$ cat src/rtl/ucsbece154b_branch_resolve_if.sv
// Predictor/resolver bus: fetch-time prediction in, execute-stage update out.
// The predictor side uses master, the resolver uses slave.
interface ucsbece154b_branch_resolve_if #(
    parameter int NUM_BTB_ENTRIES = 32,
    parameter int NUM_GHR_BITS    = 5
);
    localparam int BW = $clog2(NUM_BTB_ENTRIES);

    logic                    StallD_i;
    logic                    FlushD_i;
    logic                    FlushE_i;
    logic [31:0]             PCF_i;
    logic                    BranchTakenF_i;
    logic [31:0]             BTBtargetF_i;
    logic [NUM_GHR_BITS-1:0] PHTreadaddressF_i;
    logic [6:0]              opE_i;
    logic                    ActualTakenE_i;
    logic [31:0]             PCTargetE_i;

    logic                    MispredictE_o;
    logic [31:0]             PCcorrectE_o;
    logic                    BTB_we_o;
    logic [BW-1:0]           BTBwriteaddress_o;
    logic [31:0]             BTBwritedata_o;
    logic                    PHTwe_o;
    logic                    PHTincrement_o;
    logic [NUM_GHR_BITS-1:0] PHTwriteaddress_o;
    logic                    GHRreset_o;
    logic [31:0]             BranchCount_o;
    logic [31:0]             MispredictCount_o;

    modport master (
        output StallD_i, FlushD_i, FlushE_i,
        output PCF_i, BranchTakenF_i, BTBtargetF_i, PHTreadaddressF_i,
        output opE_i, ActualTakenE_i, PCTargetE_i,
        input  MispredictE_o, PCcorrectE_o,
        input  BTB_we_o, BTBwriteaddress_o, BTBwritedata_o,
        input  PHTwe_o, PHTincrement_o, PHTwriteaddress_o,
        input  GHRreset_o, BranchCount_o, MispredictCount_o
    );

    modport slave (
        input  StallD_i, FlushD_i, FlushE_i,
        input  PCF_i, BranchTakenF_i, BTBtargetF_i, PHTreadaddressF_i,
        input  opE_i, ActualTakenE_i, PCTargetE_i,
        output MispredictE_o, PCcorrectE_o,
        output BTB_we_o, BTBwriteaddress_o, BTBwritedata_o,
        output PHTwe_o, PHTincrement_o, PHTwriteaddress_o,
        output GHRreset_o, BranchCount_o, MispredictCount_o
    );
endinterface

$ cat src/rtl/ucsbece154b_branch_resolve.sv
// Carries fetch predictions through D/E and resolves them in E.
// Define BRANCH_STATS_EN to get branch / mispredict counters.
module ucsbece154b_branch_resolve #(
    parameter int NUM_BTB_ENTRIES = 32,
    parameter int NUM_GHR_BITS    = 5
) (
    input logic clk,
    input logic reset_n_i,
    ucsbece154b_branch_resolve_if.slave bus
);
    localparam int BW = $clog2(NUM_BTB_ENTRIES);

    typedef struct packed {
        logic                    valid;
        logic [31:0]             pc;
        logic                    taken;
        logic [31:0]             target;
        logic [NUM_GHR_BITS-1:0] pht;
    } meta_t;

    meta_t d_q, d_d;
    meta_t e_q, e_d;
    logic  ghr_rst_q, ghr_rst_d;

    always_comb begin
        d_d = d_q;
        if (bus.FlushD_i) begin
            d_d = '0;
        end else if (!bus.StallD_i) begin
            d_d = '{valid:  1'b1,
                    pc:     bus.PCF_i,
                    taken:  bus.BranchTakenF_i,
                    target: bus.BTBtargetF_i,
                    pht:    bus.PHTreadaddressF_i};
        end
        e_d       = bus.FlushE_i ? '0 : d_q;
        ghr_rst_d = 1'b0;
    end

    logic is_b, is_j, ctl, actual, tgt_miss, mispredict;

    always_comb begin
        is_b     = bus.opE_i == 7'b1100011;
        is_j     = (bus.opE_i == 7'b1101111) | (bus.opE_i == 7'b1100111);
        ctl      = is_b | is_j;
        actual   = is_j | (is_b & bus.ActualTakenE_i);
        tgt_miss = e_q.target != bus.PCTargetE_i;
        // A non-control op predicted taken is a BTB alias and must redirect
        mispredict = e_q.valid &
                     ((ctl & ((e_q.taken != actual) | (actual & tgt_miss)))
                     | (~ctl & e_q.taken));
    end

    assign bus.MispredictE_o     = mispredict;
    assign bus.PCcorrectE_o      = !mispredict ? 32'h0 :
                                   actual ? bus.PCTargetE_i : e_q.pc + 32'd4;
    assign bus.BTB_we_o          = e_q.valid & ctl & tgt_miss;
    assign bus.BTBwriteaddress_o = e_q.pc[BW+1:2];
    assign bus.BTBwritedata_o    = bus.PCTargetE_i;
    assign bus.PHTwe_o           = e_q.valid & is_b;
    assign bus.PHTincrement_o    = bus.ActualTakenE_i;
    assign bus.PHTwriteaddress_o = e_q.pht;
    assign bus.GHRreset_o        = ~reset_n_i | ghr_rst_q;

    always_ff @(posedge clk) begin
        if (!reset_n_i) begin
            d_q       <= '0;
            e_q       <= '0;
            ghr_rst_q <= 1'b1;
        end else begin
            d_q       <= d_d;
            e_q       <= e_d;
            ghr_rst_q <= ghr_rst_d;
        end
    end

`ifdef BRANCH_STATS_EN
    logic [31:0] br_cnt_q, br_cnt_d;
    logic [31:0] mp_cnt_q, mp_cnt_d;

    always_comb begin
        br_cnt_d = br_cnt_q + {31'h0, e_q.valid & ctl};
        mp_cnt_d = mp_cnt_q + {31'h0, mispredict};
    end

    always_ff @(posedge clk) begin
        if (!reset_n_i) begin
            br_cnt_q <= '0;
            mp_cnt_q <= '0;
        end else begin
            br_cnt_q <= br_cnt_d;
            mp_cnt_q <= mp_cnt_d;
        end
    end

    assign bus.BranchCount_o     = br_cnt_q;
    assign bus.MispredictCount_o = mp_cnt_q;
`else
    assign bus.BranchCount_o     = 32'h0;
    assign bus.MispredictCount_o = 32'h0;
`endif
endmodule
$ cat src/flat_wrapper.sv
// flat-port wrapper written by rule: the top's interface ports become plain ports
module ucsbece154b_branch_resolve_flat 
#(
    parameter int NUM_BTB_ENTRIES = 32,
    parameter int NUM_GHR_BITS    = 5
)
  (clk, reset_n_i, bus_StallD_i, bus_FlushD_i, bus_FlushE_i, bus_PCF_i, bus_BranchTakenF_i, bus_BTBtargetF_i, bus_PHTreadaddressF_i, bus_opE_i, bus_ActualTakenE_i, bus_PCTargetE_i, bus_MispredictE_o, bus_PCcorrectE_o, bus_BTB_we_o, bus_BTBwriteaddress_o, bus_BTBwritedata_o, bus_PHTwe_o, bus_PHTincrement_o, bus_PHTwriteaddress_o, bus_GHRreset_o, bus_BranchCount_o, bus_MispredictCount_o);
  ucsbece154b_branch_resolve_if #(.NUM_BTB_ENTRIES(NUM_BTB_ENTRIES), .NUM_GHR_BITS(NUM_GHR_BITS)) bus_i ();
  input logic clk;
  input logic reset_n_i;
  input wire logic [$bits(bus_i.StallD_i)-1:0] bus_StallD_i;
  input wire logic [$bits(bus_i.FlushD_i)-1:0] bus_FlushD_i;
  input wire logic [$bits(bus_i.FlushE_i)-1:0] bus_FlushE_i;
  input wire logic [$bits(bus_i.PCF_i)-1:0] bus_PCF_i;
  input wire logic [$bits(bus_i.BranchTakenF_i)-1:0] bus_BranchTakenF_i;
  input wire logic [$bits(bus_i.BTBtargetF_i)-1:0] bus_BTBtargetF_i;
  input wire logic [$bits(bus_i.PHTreadaddressF_i)-1:0] bus_PHTreadaddressF_i;
  input wire logic [$bits(bus_i.opE_i)-1:0] bus_opE_i;
  input wire logic [$bits(bus_i.ActualTakenE_i)-1:0] bus_ActualTakenE_i;
  input wire logic [$bits(bus_i.PCTargetE_i)-1:0] bus_PCTargetE_i;
  output wire logic [$bits(bus_i.MispredictE_o)-1:0] bus_MispredictE_o;
  output wire logic [$bits(bus_i.PCcorrectE_o)-1:0] bus_PCcorrectE_o;
  output wire logic [$bits(bus_i.BTB_we_o)-1:0] bus_BTB_we_o;
  output wire logic [$bits(bus_i.BTBwriteaddress_o)-1:0] bus_BTBwriteaddress_o;
  output wire logic [$bits(bus_i.BTBwritedata_o)-1:0] bus_BTBwritedata_o;
  output wire logic [$bits(bus_i.PHTwe_o)-1:0] bus_PHTwe_o;
  output wire logic [$bits(bus_i.PHTincrement_o)-1:0] bus_PHTincrement_o;
  output wire logic [$bits(bus_i.PHTwriteaddress_o)-1:0] bus_PHTwriteaddress_o;
  output wire logic [$bits(bus_i.GHRreset_o)-1:0] bus_GHRreset_o;
  output wire logic [$bits(bus_i.BranchCount_o)-1:0] bus_BranchCount_o;
  output wire logic [$bits(bus_i.MispredictCount_o)-1:0] bus_MispredictCount_o;
  assign bus_i.StallD_i = bus_StallD_i;
  assign bus_i.FlushD_i = bus_FlushD_i;
  assign bus_i.FlushE_i = bus_FlushE_i;
  assign bus_i.PCF_i = bus_PCF_i;
  assign bus_i.BranchTakenF_i = bus_BranchTakenF_i;
  assign bus_i.BTBtargetF_i = bus_BTBtargetF_i;
  assign bus_i.PHTreadaddressF_i = bus_PHTreadaddressF_i;
  assign bus_i.opE_i = bus_opE_i;
  assign bus_i.ActualTakenE_i = bus_ActualTakenE_i;
  assign bus_i.PCTargetE_i = bus_PCTargetE_i;
  assign bus_MispredictE_o = bus_i.MispredictE_o;
  assign bus_PCcorrectE_o = bus_i.PCcorrectE_o;
  assign bus_BTB_we_o = bus_i.BTB_we_o;
  assign bus_BTBwriteaddress_o = bus_i.BTBwriteaddress_o;
  assign bus_BTBwritedata_o = bus_i.BTBwritedata_o;
  assign bus_PHTwe_o = bus_i.PHTwe_o;
  assign bus_PHTincrement_o = bus_i.PHTincrement_o;
  assign bus_PHTwriteaddress_o = bus_i.PHTwriteaddress_o;
  assign bus_GHRreset_o = bus_i.GHRreset_o;
  assign bus_BranchCount_o = bus_i.BranchCount_o;
  assign bus_MispredictCount_o = bus_i.MispredictCount_o;
  ucsbece154b_branch_resolve #(.NUM_BTB_ENTRIES(NUM_BTB_ENTRIES), .NUM_GHR_BITS(NUM_GHR_BITS)) u_core (.clk(clk), .reset_n_i(reset_n_i), .bus(bus_i));
endmodule
$ cat config.mk
export PLATFORM = sky130hd
export DESIGN_NAME = ucsbece154b_branch_resolve_flat
export DESIGN_NICKNAME = d
export VERILOG_FILES = /design/src/rtl/ucsbece154b_branch_resolve_if.sv /design/src/rtl/ucsbece154b_branch_resolve.sv /design/src/flat_wrapper.sv
export SDC_FILE = /design/constraint.sdc
export NUM_CORES = 1
export LEC_CHECK = 0
export ABC_CLOCK_PERIOD_IN_PS = 3500
export CORE_MARGIN = 4
export CORE_UTILIZATION = 44
export DETAILED_ROUTE_END_ITERATION = 8
export GPL_TIMING_DRIVEN = 0
export PLACE_DENSITY_LB_ADDON = 0.12
export REMOVE_ABC_BUFFERS = 1
export SLEW_MARGIN = 20
export SYNTH_ARGS = -nofsm -noshare
export SYNTH_HDL_FRONTEND = slang
export SYNTH_SLANG_ARGS = --single-unit
$ cat constraint.sdc
create_clock -name clk -period 3.5 [get_ports clk]
set_clock_uncertainty 0.2 [all_clocks]
set_input_delay 0.7 -clock clk [delete_from_list [all_inputs] [get_ports clk]]
set_output_delay 0.7 -clock clk [all_outputs]
set_load 0.01 [all_outputs]
# After elaboration in Yosys (flattened, before gate mapping)
# Index checks and enable logic that the tools add are counted.
[totals] inputBits=115 ff_bits=143 out_inout_bits=143 elab_cells=38
[classes] n_eq_ne=5 n_bitwise=16 n_mux=3 addsub=1 reduce_logical=2
[ops] cell="32-bit 2-to-1 mux" n=2
[ops] cell="32-bit by 3-bit adder with 32-bit output (second input constant)" n=1
[ops] cell="32-bit inequality test" n=1
[ops] cell="7-bit == test (second input constant)" n=3
[ops] cell="1-bit bitwise AND" n=8
[ops] cell="1-bit OR" n=6
[ops] cell="2-bit OR reduction" n=2
[ops] cell="1-bit inverter" n=2
[ops] cell="1-bit 2-to-1 mux" n=1
[ops] cell="1-bit inequality test" n=1

# Depth between registers and ports, before layout
[depth] ltp_word=9 ltp_mapped=7 mapped_depth_nobuf=6

# Worst setup path after synthesis
# Ideal clock, no wire load.
[synth_timing] kind="input to output" startpoint="input port bus_opE_i[3]" endpoint="output port bus_PCcorrectE_o[0]" stages=6 n_path_buf=1 arrival_time_ps=2392 required_ps=2600 setup_slack_ps=208 path_cell_list="nand2b_1 > a211oi_1 > nand2_1 > o41ai_1 > clkbuf_1 > nor2_1"
[synth_between] elab_chain_cells=9 word_cells_on_any_way=17 cone_classes="eq/ne (4); mux (2); bitwise (11)"
[synth_rtl] element="start, declared" line_no="flat_wrapper.sv:18" rtl="input wire logic [$bits(bus_i.opE_i)-1:0] bus_opE_i;"
[synth_rtl] element="7-bit == test, on equally long branches" line_no="ucsbece154b_branch_resolve.sv:44, ucsbece154b_branch_resolve.sv:43"
[synth_rtl] element="1-bit OR or 1-bit bitwise AND (tied branches)" line_no="ucsbece154b_branch_resolve.sv:44, ucsbece154b_branch_resolve.sv:46"
[synth_rtl] element="1-bit OR" line_no="ucsbece154b_branch_resolve.sv:46" rtl="actual = is_j | (is_b & bus.ActualTakenE_i);"
[synth_rtl] element="1-bit inequality test or 1-bit bitwise AND (tied branches)" line_no="ucsbece154b_branch_resolve.sv:50" rtl="((ctl & ((e_q.taken != actual) | (actual & tgt_miss)))"
[synth_rtl] element="1-bit OR" line_no="ucsbece154b_branch_resolve.sv:50"
[synth_rtl] element="1-bit bitwise AND" line_no="ucsbece154b_branch_resolve.sv:50"
[synth_rtl] element="1-bit OR" line_no="ucsbece154b_branch_resolve.sv:51" rtl="| (~ctl & e_q.taken));"
[synth_rtl] element="1-bit bitwise AND" line_no="ucsbece154b_branch_resolve.sv:49" rtl="mispredict = e_q.valid &"
[synth_rtl] element="32-bit 2-to-1 mux *" line_no="ucsbece154b_branch_resolve.sv:55" rtl="assign bus.PCcorrectE_o = !mispredict ? 32'h0 :"
[synth_rtl] element="end, declared" line_no="flat_wrapper.sv:22" rtl="output wire logic [$bits(bus_i.PCcorrectE_o)-1:0] bus_PCcorrectE_o;"
# Every way passes the cells marked *; elsewhere a longest branch is shown, timed or not.

# Final worst setup path
[layout_timing] startpoint="input port bus_opE_i[3]" endpoint="output port bus_PCcorrectE_o[17]"
# Same word-level chain as after synthesis.

==> impl_summary.txt <==
----------------------------------------------------
[Timing]
  Max Fclk ... 0.2868 GHz
  Endpoints failing hold ... 0
  Pins Over Slew Limit ... 0
  Post-route clock period utilization ... around 100%
  Setup Viol. Count Final ... 0
  Unrepaired setup endpoints after global routing ... true
  Slew margin rel. ... 59.59%
  Total Neg Setup Slack ... 0 ns
  Final hold slack ... 0.2511 ns
  Clock period minus worst slack ... about 3.5 ns
  Worst Tran Pin Value ... 0.6052 ns

[Floorplanning]
  Initial cell density of the core ... 44.73%
  Overall die height ... 131.9 um
  Standard-cell rows ... 45
  Full die area ... approximately 17,000 um2
  Area of the core ... 15,090 um2
  Die extent in x ... 131.9 um
  Boundary pin count ... about 260

[Global routing]
  Via count of the first global-routing pass ... around 5,500
  GRT Util Overall ... around 20%
  Global-route wire length before repair ... 28.49 mm
  Total global routing overflow ... 0
  Maximum number of pins on one net before global-route repair ... 42
  Initial antenna violation count ... 0

[Clock network]
  Source-to-sink clock delay at the later pin of the worst-skew pair ... ~0.42 ns
  Clock buffer count from CTS ... 17
  Depth of the CTS H-tree ... 4
  Quantity of hold-fixing buffers added after cts ... 0
  Buffer cell driving the clock tree root ... sky130_fd_sc_hd__clkbuf_16
  Max Root-Sink Buffers ... 2
  Clock tree from TritonCTS ... yes
  Number of clock sinks ... 143
  Clock-pin slew of the registers on the worst-case setup and hold paths ... 0.06 ns

[Power]
  Fraction of power spent switching nets ... 23.24%
  Share of total power in the clock network ... 48.0%
  Sw Pwr ... 932.5 uW
  Internal power summed over all cells ... a little over 3000 uW
  Combinational power share ... 10.0%
  Worst-case vdd ir drop ... 261.7 uV
  Areal power density over the cells ... 422.2 nW/um2
  Sequential share of power ... 42.0%
  Leakage ... between 0.003 and 0.004 uW

[Detailed routing]
  DRT Pass-1 Iters ... 4
  Total via count in the routed design ... 5,400
  Via density per instance ... 4.852
  Drt wl/cell ... around 16 um
  Count of unresolved DRC violations after routing ... 0
  Count of routing violations after the opening detailed-route iteration ... 291
  Antenna violation net count after detailed routing ... 0
  Wirelength, routed ... 17.93 mm

[Synthesis]
  Synthesis-stage register bit count ... between 100 and 150
  Cell count after synthesis ... around 750
  Seq/Total Area, Yosys ... 42.41%
  Warning count from the yosys run ... 0
  Cell type with the largest total area after synthesis ... sky130_fd_sc_hd__dfxtp_1
  Number of distinct library cells after synthesis ... 40
  Post-Syn Area ... 6750 um2
  Top-area cell type share of the netlist area ... 42.41%
  Avg Cell Area, Syn ... ~9.0 um2
  Cell types occupying the most area after synthesis ... sky130_fd_sc_hd__dfxtp_1 (42%), sky130_fd_sc_hd__buf_4 (12%), sky130_fd_sc_hd__mux2i_1 (10%)

[Critical path]
  Reg2Reg Setup Slack ... 2.66 ns
  Critical Path Start Type ... primary input
  Critical path arrival ... between 2 and 3 ns
  End of the worst register-to-register path ... u_core.e_q[70]
  CP Class ... in -> out
  Logic depth of the worst register-to-register path ... 2
  CP Data Required Time ... 2.60 ns
  Worst R2R Start ... u_core.d_q[70]
  Critical-path maximum fanout ... 8
  Setup crit end kind ... primary output

[Hold path]
  Hold Startpoint ... u_core.d_q[34]
  Number of instances on the worst hold path ... 1
  Type of the worst min-delay path ... reg -> reg
  Terminating pin of the worst hold path ... u_core.e_q[34]

[Finish]
  Total number of nets in the final design ... between 1,000 and 1,500
  Cell area after layout ... around 9500 um2
  Ratio of cells with drive above 1 in the final layout ... approximately 22%
  Filler cell count ... 1,284
  Antenna diode instance count ... 0
  Most common cell after layout, fill and taps aside ... sky130_fd_sc_hd__dfxtp_1
  Area growth from synthesis to layout ... 40.78%
  Most used cells in the layout excluding fill and tap cells ... sky130_fd_sc_hd__dfxtp_1 (128), sky130_fd_sc_hd__clkdlybuf4s50_1 (119), sky130_fd_sc_hd__nor2_1 (81)
  Post-route non-filler standard cell count ... 1,113

[Placed design]
  Weighted congestion at the end of routability-driven global placement ... ~0.83
  Port Buffer Count ... ~190
  Hpwl dp ... around 13 mm
  Inst Count DP ... 1,053
  Area after detailed placement ... between 8000 and 9000 um2

[Outcome]
  Run status ... complete, no violations

[Flow run]
  Maxcap violations ... 0

----------------------------------------------------
logic make-up (layout without fill, tap and decap cells):
| kind of cell | count (synthesis) | after routing | share of synthesized area (%) |
|---|---|---|---|
| flops | 143 | 143 | 42.41 |
| buf+inv | 154 | 269 | 14.55 |
| fa+ha+maj | 1 | 1 | 0.1853 |
| simple gates | 270 | 270 | 20.63 |
| xor+xnor | 46 | 46 | 5.968 |
| other cells | 1 | 64 | 0.05555 |
| compound gates | 62 | 62 | 5.820 |
| mux | 70 | 70 | 10.38 |
power groups by stage:
stage	Clock (uW)	Combinational [uW]	Sequential [uW]
final	1930	400	1680
after detailed placement	0	394	1720
after floorplan	0	134	1720
after CTS	1960	397	1680
after global routing	2040	434	1690
after global placement	0	395	1720
per-layer routing:
layer,GRT usage [%],part of all wire [%]
met1,24.43,42
met2,33.69,49
met5,0,0
met4,7.293,2.2
met3,7.328,7.3
stage by stage:
step | total power, uW | util (%) | worst slack [ns]
after floorplan | 1850 | - | -3.602
after global placement | 2115 | 54.30 | -8.066
after detailed placement | 2115 | 55.46 | -1.335
after CTS | 4042 | 61.58 | 0.006103
after global routing | 4165 | 62.98 | -0.09854
final | 4012 | 62.98 | 0.01355
Yosys cell counts (all sizes together):
master    n
dfxtp   143
buf     112
nor2     97
and2     70
mux2i    70
xor2     42
clkbuf   36
nand2    30
a21oi    19
nor4     16
nor3     14
a22oi    13
nand3    13
o21ai    13
nand4    10
o21a      7
inv       6
o31a      5
or4       5
and3      4
xnor2     4
and4      3
nand2b    3
a211oi    2
nor3b     2
a21boi    1
a31oi     1
conb      1
ha        1
nand3b    1
nor2b     1
o41ai     1
or3b      1
area by class of cell:
| type | instances | area [um2] | area share [%] |
|---|---|---|---|
| timing repair buffer | 231 | 2161 | 22.74 |
| sequential | 143 | 2889 | 30.40 |
| clock buffer | 18 | 429.2 | 4.516 |
| tap | 188 | 235.2 | 2.475 |
| multi-input combinational | 513 | 3560 | 37.46 |
| inverter | 6 | 22.52 | 0.2370 |
| clock inverter | 14 | 206.4 | 2.172 |
critical path: stages:
cell                            delay (ns)
sky130_fd_sc_hd__dlygate4sd2_1        0.26
sky130_fd_sc_hd__nand2b_4             0.16
sky130_fd_sc_hd__a211oi_4             0.26
sky130_fd_sc_hd__buf_8                0.15
sky130_fd_sc_hd__nand2_4              0.05
sky130_fd_sc_hd__o41ai_4              0.43
sky130_fd_sc_hd__buf_4                0.22
sky130_fd_sc_hd__buf_12               0.17
sky130_fd_sc_hd__a21oi_4              0.04
sky130_fd_sc_hd__buf_6                0.14
worst max-delay path by stage:
stage | start | to | slack [ns] | cells past startpoint
final | bus_opE_i[3] | bus_PCcorrectE_o[17] | 0.01 | 10
after global routing | u_core.bus.BTBwriteaddress_o[3] | bus_PCcorrectE_o[28] | -0.1 | 6
after CTS | bus_PCTargetE_i[11] | bus_PCcorrectE_o[1] | 0.006 | 9
after detailed placement | bus_PCTargetE_i[4] | bus_PCcorrectE_o[9] | -1.34 | 9
after global placement | bus_opE_i[3] | bus_PCcorrectE_o[5] | -8.07 | 7
after floorplan | bus_opE_i[3] | bus_MispredictE_o | -3.60 | 5
flip-flops by register name, summed over array words and instances (netlist names):
signal	count
u_core.bus.BTBwriteaddress_o	5
u_core.bus.PHTwriteaddress_o	5
u_core.d_q	71
u_core.e_q	61
u_core.ghr_rst_q	1
what timing repair did:
action	4_1_cts	5_1_grt
endpoints found under the setup margin	34	34
setup buffers	25	2
gates cloned	1	0
resized for setup	266	100
pin swaps	22	27
Note: power is estimated with default switching activity, not from simulation.
